$ cat src/rtl/s_axi_lite_regs.sv
// AXI4-Lite responder exposing REG_NUM 32-bit read/write registers with byte strobes,
// SLVERR on bad addresses, and per-register write pulses for user logic.
module s_axi_lite_regs #(
  parameter int DWIDTH  = 32,
  parameter int REGSIZE = 8,
  parameter int REG_NUM = 16
) (
  input  logic                      clk,
  input  logic                      xrst,
  input  logic                      awvalid,
  output logic                      awready,
  input  logic [REGSIZE-1:0]        awaddr,
  input  logic [2:0]                awprot,
  input  logic                      wvalid,
  output logic                      wready,
  input  logic [DWIDTH-1:0]         wdata,
  input  logic [DWIDTH/8-1:0]       wstrb,
  output logic                      bvalid,
  input  logic                      bready,
  output logic [1:0]                bresp,
  input  logic                      arvalid,
  output logic                      arready,
  input  logic [REGSIZE-1:0]        araddr,
  input  logic [2:0]                arprot,
  output logic                      rvalid,
  input  logic                      rready,
  output logic [DWIDTH-1:0]         rdata,
  output logic [1:0]                rresp,
  output logic [REG_NUM*DWIDTH-1:0] reg_flat,
  output logic [REG_NUM-1:0]        wr_pulse
);
  localparam int NB   = DWIDTH / 8;
  localparam int IDXW = REGSIZE - 2;
  localparam int LIDX = $clog2(REG_NUM);

  typedef enum logic [1:0] {W_IDLE, W_HAVE_AW, W_HAVE_W, W_RESP} wstate_e;

  wstate_e                       wstate_q, wstate_d;
  logic [REGSIZE-1:0]            awaddr_q;
  logic [DWIDTH-1:0]             wdata_q;
  logic [NB-1:0]                 wstrb_q;
  logic [1:0]                    bresp_q;
  logic                          rvalid_q;
  logic [DWIDTH-1:0]             rdata_q;
  logic [1:0]                    rresp_q;
  logic [REG_NUM-1:0][DWIDTH-1:0] regs_w;

  logic                          aw_hs, w_hs, ar_hs, commit, c_bad, r_bad;
  logic [REGSIZE-1:0]            c_addr;
  logic [DWIDTH-1:0]             c_data;
  logic [NB-1:0]                 c_strb;
  logic [IDXW-1:0]               c_idx;

  logic unused_prot;
  assign unused_prot = ^{awprot, arprot};

  function automatic logic addr_bad(input logic [REGSIZE-1:0] a);
    return (int'(a[REGSIZE-1:2]) >= REG_NUM) || (a[1:0] != 2'b00);
  endfunction

  always_comb begin
    awready  = (wstate_q == W_IDLE) || (wstate_q == W_HAVE_W);
    wready   = (wstate_q == W_IDLE) || (wstate_q == W_HAVE_AW);
    aw_hs    = awvalid && awready;
    w_hs     = wvalid && wready;
    commit   = ((wstate_q == W_IDLE) && aw_hs && w_hs) ||
               ((wstate_q == W_HAVE_AW) && w_hs) ||
               ((wstate_q == W_HAVE_W) && aw_hs);
    // The channel handshaking now supplies its live value; the other comes from the latch.
    c_addr   = (wstate_q == W_HAVE_AW) ? awaddr_q : awaddr;
    c_data   = (wstate_q == W_HAVE_W) ? wdata_q : wdata;
    c_strb   = (wstate_q == W_HAVE_W) ? wstrb_q : wstrb;
    c_idx    = c_addr[REGSIZE-1:2];
    c_bad    = addr_bad(c_addr);
    wstate_d = wstate_q;
    case (wstate_q)
      W_IDLE: begin
        if (aw_hs && w_hs) wstate_d = W_RESP;
        else if (aw_hs)    wstate_d = W_HAVE_AW;
        else if (w_hs)     wstate_d = W_HAVE_W;
      end
      W_HAVE_AW: if (w_hs)   wstate_d = W_RESP;
      W_HAVE_W:  if (aw_hs)  wstate_d = W_RESP;
      W_RESP:    if (bready) wstate_d = W_IDLE;
      default:               wstate_d = W_IDLE;
    endcase
  end

  always_ff @(posedge clk or negedge xrst) begin
    if (!xrst) begin
      wstate_q <= W_IDLE;
      awaddr_q <= '0;
      wdata_q  <= '0;
      wstrb_q  <= '0;
      bresp_q  <= 2'b00;
    end else begin
      wstate_q <= wstate_d;
      if (aw_hs) awaddr_q <= awaddr;
      if (w_hs) begin
        wdata_q <= wdata;
        wstrb_q <= wstrb;
      end
      if (commit) bresp_q <= c_bad ? 2'b10 : 2'b00;
    end
  end

  genvar gi, gb;
  for (gi = 0; gi < REG_NUM; gi++) begin : g_reg
    logic hit;
    logic pulse_q;
    assign hit = commit && !c_bad && (c_idx == IDXW'(gi));

    always_ff @(posedge clk or negedge xrst) begin
      if (!xrst) pulse_q <= 1'b0;
      else       pulse_q <= hit;
    end
    assign wr_pulse[gi] = pulse_q;

    for (gb = 0; gb < NB; gb++) begin : g_byte
      logic [7:0] byte_q;
      always_ff @(posedge clk or negedge xrst) begin
        if (!xrst)                 byte_q <= 8'h00;
        else if (hit && c_strb[gb]) byte_q <= c_data[8*gb +: 8];
      end
      assign reg_flat[gi*DWIDTH + 8*gb +: 8] = byte_q;
    end
  end

  assign regs_w = reg_flat;

  // Read path samples the registers' current (pre-write) value at the handshake edge.
  always_comb begin
    arready = !rvalid_q;
    ar_hs   = arvalid && arready;
    r_bad   = addr_bad(araddr);
  end

  always_ff @(posedge clk or negedge xrst) begin
    if (!xrst) begin
      rvalid_q <= 1'b0;
      rdata_q  <= '0;
      rresp_q  <= 2'b00;
    end else if (ar_hs) begin
      rvalid_q <= 1'b1;
      rdata_q  <= r_bad ? '0 : regs_w[araddr[LIDX+1:2]];
      rresp_q  <= r_bad ? 2'b10 : 2'b00;
    end else if (rvalid_q && rready) begin
      rvalid_q <= 1'b0;
    end
  end

  assign bvalid = (wstate_q == W_RESP);
  assign bresp  = bresp_q;
  assign rvalid = rvalid_q;
  assign rdata  = rdata_q;
  assign rresp  = rresp_q;
endmodule

$ cat config.mk
export PLATFORM = sky130hd
export DESIGN_NAME = s_axi_lite_regs
export DESIGN_NICKNAME = d
export VERILOG_FILES = /design/src/rtl/s_axi_lite_regs.sv
export SDC_FILE = /design/constraint.sdc
export NUM_CORES = 1
export LEC_CHECK = 0
export CAP_MARGIN = 20
export CORE_AREA = 3 3 244 246
export CTS_CLUSTER_DIAMETER = 150
export DETAILED_ROUTE_END_ITERATION = 10
export DIE_AREA = 0 0 247 249
export PLACE_DENSITY = 0.77
export SYNTH_ARGS = -nofsm -noshare
export SYNTH_HDL_FRONTEND = slang
export SYNTH_SLANG_ARGS = --single-unit
$ cat constraint.sdc
create_clock -name clk -period 4 [get_ports clk]
set_clock_uncertainty 0.15 [all_clocks]
set_input_delay 0.6 -clock clk [delete_from_list [all_inputs] [get_ports clk]]
set_output_delay 0.6 -clock clk [all_outputs]
set_load 0.02 [all_outputs]
Word-level counts from Yosys, hierarchy flattened

Cells that the tools add are included.

$lt $le $gt $ge: 3
Equality and inequality tests: 22
Muxes and demuxes: 17
Reduce and logical (&&, ||, !) cells: 104

Operators with widths:

| cell               | number |
|---|---|
| $bmux 32 s4        | 1 |
| $mux 32            | 3 |
| $logic_and 1x1->1  | 90 |
| $eq 6x4->1 const B | 8 |
| $eq 6x3->1 const B | 4 |
| $mux 2             | 8 |
| $eq 6x2->1 const B | 2 |
| $ge 6x5->1 const B | 2 |
| $mux 8             | 1 |
| $pmux 2 s4         | 1 |
| $eq 6x1->1 const B | 1 |
| $logic_not 6->1    | 1 |
| $logic_or 1x1->1   | 6 |
| $reduce_bool 2->1  | 3 |
| $lt 4x5->1 const B | 1 |
| $eq 2x2->1 const B | 2 |
| $mux 4             | 1 |
| $ne 2x2->1 const B | 2 |
| $ne 4x3->1 const B | 1 |
| $reduce_and 4->1   | 1 |
| $eq 2x1->1 const B | 1 |
| $logic_not 1->1    | 2 |
| $logic_not 2->1    | 1 |
| $mux 1             | 2 |
| $ne 2x1->1 const B | 1 |

Bits in registers: 611
Input bits: 65
Output and inout bits: 569
Word-level logic and storage cells: 234

Depth between registers and ports, before layout

Depth after elaboration: 10
Mapped depth: 9
Mapped depth without buffers: 6

Worst setup path before layout

OpenSTA, ideal clock, no wires.

Kind: reg2reg
From: register wstate_q[1]
To: register g_reg[10].g_byte[3].byte_q[0]
Setup time: 0.125 ns
Data arrival time: 2.624 ns
Required time: 3.725 ns
Path slack: 1.101 ns
Stages on the path, launching flop included: 10
Buffers on the path: 3
Clock period less this slack: 2.899 ns
Cell sequence: dfrtp_1 > inv_1 > ha_1 > clkbuf_1 > or3_1 > clkbuf_1 > a221oi_2 > clkbuf_1 > nand2_1 > mux2_2

Cells in the longest elaborated chain, start to end: 10
Elaborated cells on any way between the ends: 24
Classes of those cells: order compare: 1; eq/ne: 3; mux: 3; reduce/logical: 17

Ends and longest elaborated chain:

| element                                                             | line | RTL |
|---|---|---|
| from (decl)                                                         | 38   | `wstate_e wstate_q, wstate_d;` |
| from (signal assigned)                                              | 97   | `wstate_q <= wstate_d;` |
| parallel branches: the longest is 10 deep, another holds $ge 6x5->1 | n/a  |  |
| to (signal assigned)                                                | 123  | `else if (hit && c_strb[gb]) byte_q <= c_data[8*gb +: 8];` |
| to (decl)                                                           | 120  | `logic [7:0] byte_q;` |

Several ways; the timed one is not identified.
A chain may end at the register's enable or synchronous reset.

Worst setup path after layout

From: register wstate_q[1]
To: register g_reg[5].g_byte[0].byte_q[4]

Cells in the longest elaborated chain, start to end: 10
Elaborated cells on any way between the ends: 24
Classes of those cells: order compare: 1; eq/ne: 3; mux: 3; reduce/logical: 17

Ends and longest elaborated chain:

| element                                                             | line |
|---|---|
| parallel branches: the longest is 10 deep, another holds $ge 6x5->1 | n/a |
| to (signal assigned)                                                | 123 |
| to (decl)                                                           | 120 |

Several ways; the timed one is not identified.

==> results <==
[synthesized netlist by cell type, drive strengths merged]
master,count
a22oi,35
mux2i,5
or3b,8
clkbuf,74
mux4,128
nor3,2
nand2b,1
mux2,655
conb,1
or4,1
dfrtp,609
nor2,14
a21oi,6
nand3b,6
or3,4
inv,7
nand3,7
o21ai,1
ha,5
nand2,144
o21a,1
buf,44
a221oi,4
a41oi,1
a222oi,16
or2,2
[worst max-delay path by stage]
| stage | start | to |
|---|---|---|
| floorplan | wstate_q[1] | g_reg[10].g_byte[3].byte_q[0] |
| CTS | wstate_q[1] | g_reg[1].g_byte[1].byte_q[0] |
| global route | wstate_q[1] | g_reg[5].g_byte[0].byte_q[3] |
| global placement | awaddr[0] | g_reg[15].g_byte[2].byte_q[2] |
| detailed placement | awvalid | g_reg[14].g_byte[2].byte_q[7] |
| finish | wstate_q[1] | g_reg[5].g_byte[0].byte_q[4] |
[routing by layer]
layer	routed length, um	global-route usage [%]
met1	35800	38.5
met2	47400	51.5
met3	8210	8.09
met4	4420	13.7
met5	41	0
[area by class of cell]
class | instances | share of cell area (%)
flip-flops and latches | 609 | 41.2
multi-input cells | 1048 | 31.8
repair buffers | 687 | 18.6
clock buffers | 92 | 5.12
well taps | 765 | 2.59
clock inverters | 21 | 0.609
inverters | 7 | 0.0710
diodes | 6 | 0.0406
[per-stage QoR]
stage / setup TNS [ps] / power, mW / setup WS (ps) / std cells / hold slack, ps
floorplan: 0 / 10.3 / 1100 / 1782 / 154
global placement: -5550 / 12.4 / -137 / 3115 / 331
detailed placement: -11620 / 12.6 / -188 / 3115 / 337
CTS: 0 / 18.6 / 228 / 3229 / 353
global route: -38.3 / 19.2 / -13.0 / 3233 / 370
finish: 0 / 18.5 / 171 / 3235 / 351
[power groups by stage]
stage               logic [mW]  registers, mW  clock network (mW)
CTS                       5.02           7.48                6.12
finish                    5.02           7.49                6.02
floorplan                 2.27           7.99                   0
detailed placement        4.98           7.58                   0
global route              5.31           7.57                6.36
global placement          4.88           7.53                   0
[critical path, stage by stage, from the launching register on]
cell      delay [ps]
dfrtp_1          410
inv_1            100
ha_1             200
buf_4            200
or3_1            570
a221oi_2         850
nand2_1          740
mux2_2           490
[state kept, by name, indices dropped and copies added (netlist names)]
name             count
awaddr_q             8
rresp                1
wstate_q             2
rvalid               1
g.pulse_q           16
bresp                1
rdata               32
wdata_q             32
wstrb_q              4
g.g_byte.byte_q    512
[what timing repair did]
item,CTS,global route
endpoints found under the setup margin,46,34
resized for setup,1,2
cloned,0,0
hold buffers,1,0
endpoints found under the hold margin,83,0
[placed cells by master, fill, tap and decap left out, types with 3 or more instances in the layout]
cell type and count:
mux2_2 655, clkdlybuf4s50_1 621, dfrtp_1 609, nand2_1 143
mux4_2 128, clkbuf_16 69, buf_4 51, a22oi_1 35
a222oi_1 16, clkbuf_1 15, nor2_1 14, clkinv_2 11
buf_12 11, clkbuf_8 9, or3b_2 8, inv_1 7
nand3_1 7, diode_2 6, a21oi_1 6, nand3b_1 6
mux2i_1 5, or3_1 4, ha_1 4, inv_6 4
bufinv_16 4, a221oi_4 3
[kinds of logic after synthesis]
logic type,count (synthesis)
muxes,788
DFF,609
and+or+nand+nor,189
buffers and inverters,125
AOI/OAI and AO/OA,64
adders and majority gates,5
other,1
==> qor.yml <==
placed_design:
  placed_cell_area_um2: 34800
  dp_hpwl_um: 68200
  portBuffers: 625
  gp_congestion: 0.891
finish:
  fin_area_um2: 37000
  fin_nets: 2489
  final-seq-area_um2: 15200
  drive_gt1_share_pct: 39.2
  final_util_pct: 64.2
  syn_to_final_growth_pct: 34.6
  multi_input_area_um2: 11800
  fillers: 4189
floorplanning:
  core_area_um2: 57600
  die_y_um: 249
  dieArea_um2: 61500
  io_pins: 634
  start_util_pct: 47.7
  dieWidth_um: 247
  row_count: 88
critical_path:
  criticalPathCategory: "reg -> reg"
  worstPathArrival_ps: 4160
  crit_path_end_kind: "register"
  r2r_cells: 7
  cp_data_required_time_ps: 4330
  critPathLaunchType: "register"
  r2r_end: "g_reg[5].g_byte[0].byte_q[4]"
  r2r_start: "wstate_q[1]"
  ff2ff_setup_slack_ps: 170
  path_max_fanout: 22
timing:
  finalHoldViolCount: 0
  fmax_mhz: 261
  slew_headroom_pct: 25.0
  setup_viol: 0
  worstMarginPinSlew_ps: 1130
  period_needed_ps: 3830
  slew_viol_final: 0
  period_share_pct: 95.7
worst_hold_path:
  min_path_type: "reg -> reg"
  min_from: "wdata_q[3]"
  holdPathEnd: "wdata_q[3]"
  holdPathStages: 1
status:
  status: "finished, final reports clean"
cts:
  htree_num_levels: 3
  post_cts_buffers: 0
  cts-root-to-sink-buffers: 3
  cts_inserted_buffers: 66
  cts.sinks: 609
  clkLatencyLatePin_ps: 600
  cts.reportedPaths.clkPinSlew_ps: 60
  root_buffer: "clkbuf_16"
  cts_tree: "done"
power_and_ir_drop:
  combPwrFrac_pct: 27.1
  clkPwrFrac_pct: 32.5
  p_switching_mw: 5.86
  ir_worst_vdd_mv: 0.305
  cellLeakagePower_nw: 17.1
  switching_share_pct: 31.6
  p_int_mw: 12.7
  p_seq_share_pct: 40.4
  power-per-cell-area_nw_per_um2: 501
synthesis:
  yosysUniqueCellTypes: 28
  yosys_warnings: 0
  synthCells: 1781
  synth_top_family_by_area: "multiplexers"
  yosysSeqAreaShare_pct: 55.4
  synthMuxAreaShare_pct: 37.5
  synth-compound-area-share_pct: 1.94
  syn_area_um2: 27500
  yosys.area.top_type: "dfrtp_1"
  ys_ff_latch: 609
  synth_xor_area_share_pct: 0
  synth.top_cells.by_area: "dfrtp_1 55%, mux2_2 27%, mux4_2 10%, nand2_1 2.0%, clkbuf_1 1.0%"
  yosys.area_share.simple_pct: 2.93
  avgSynthCellArea_um2: 15.4
  netlist.area_leader.share_pct: 55.4
  synth_fa_ha_area_share_pct: 0.228
route:
  via_per_inst: 5.97
  drt_iter0_markers: 1369
  firstDrtPassIters: 8
  dr_total_vias: 19300
  drc: 0
  ant_nets: 0
  wl_per_cell_um: 29.6
  routed_wl_um: 95800
global_route:
  grt_pass1_wl_um: 140000
  grt-ovfl-total: 0
  grtUsageTotal_pct: 31.1
  grt_start_max_net_pins: 96
  grt_pass1_vias: 20400
  antenna_found_initial: 9
run:
  maxCapViolations: 0
Note: power is estimated with default switching activity, not from simulation.
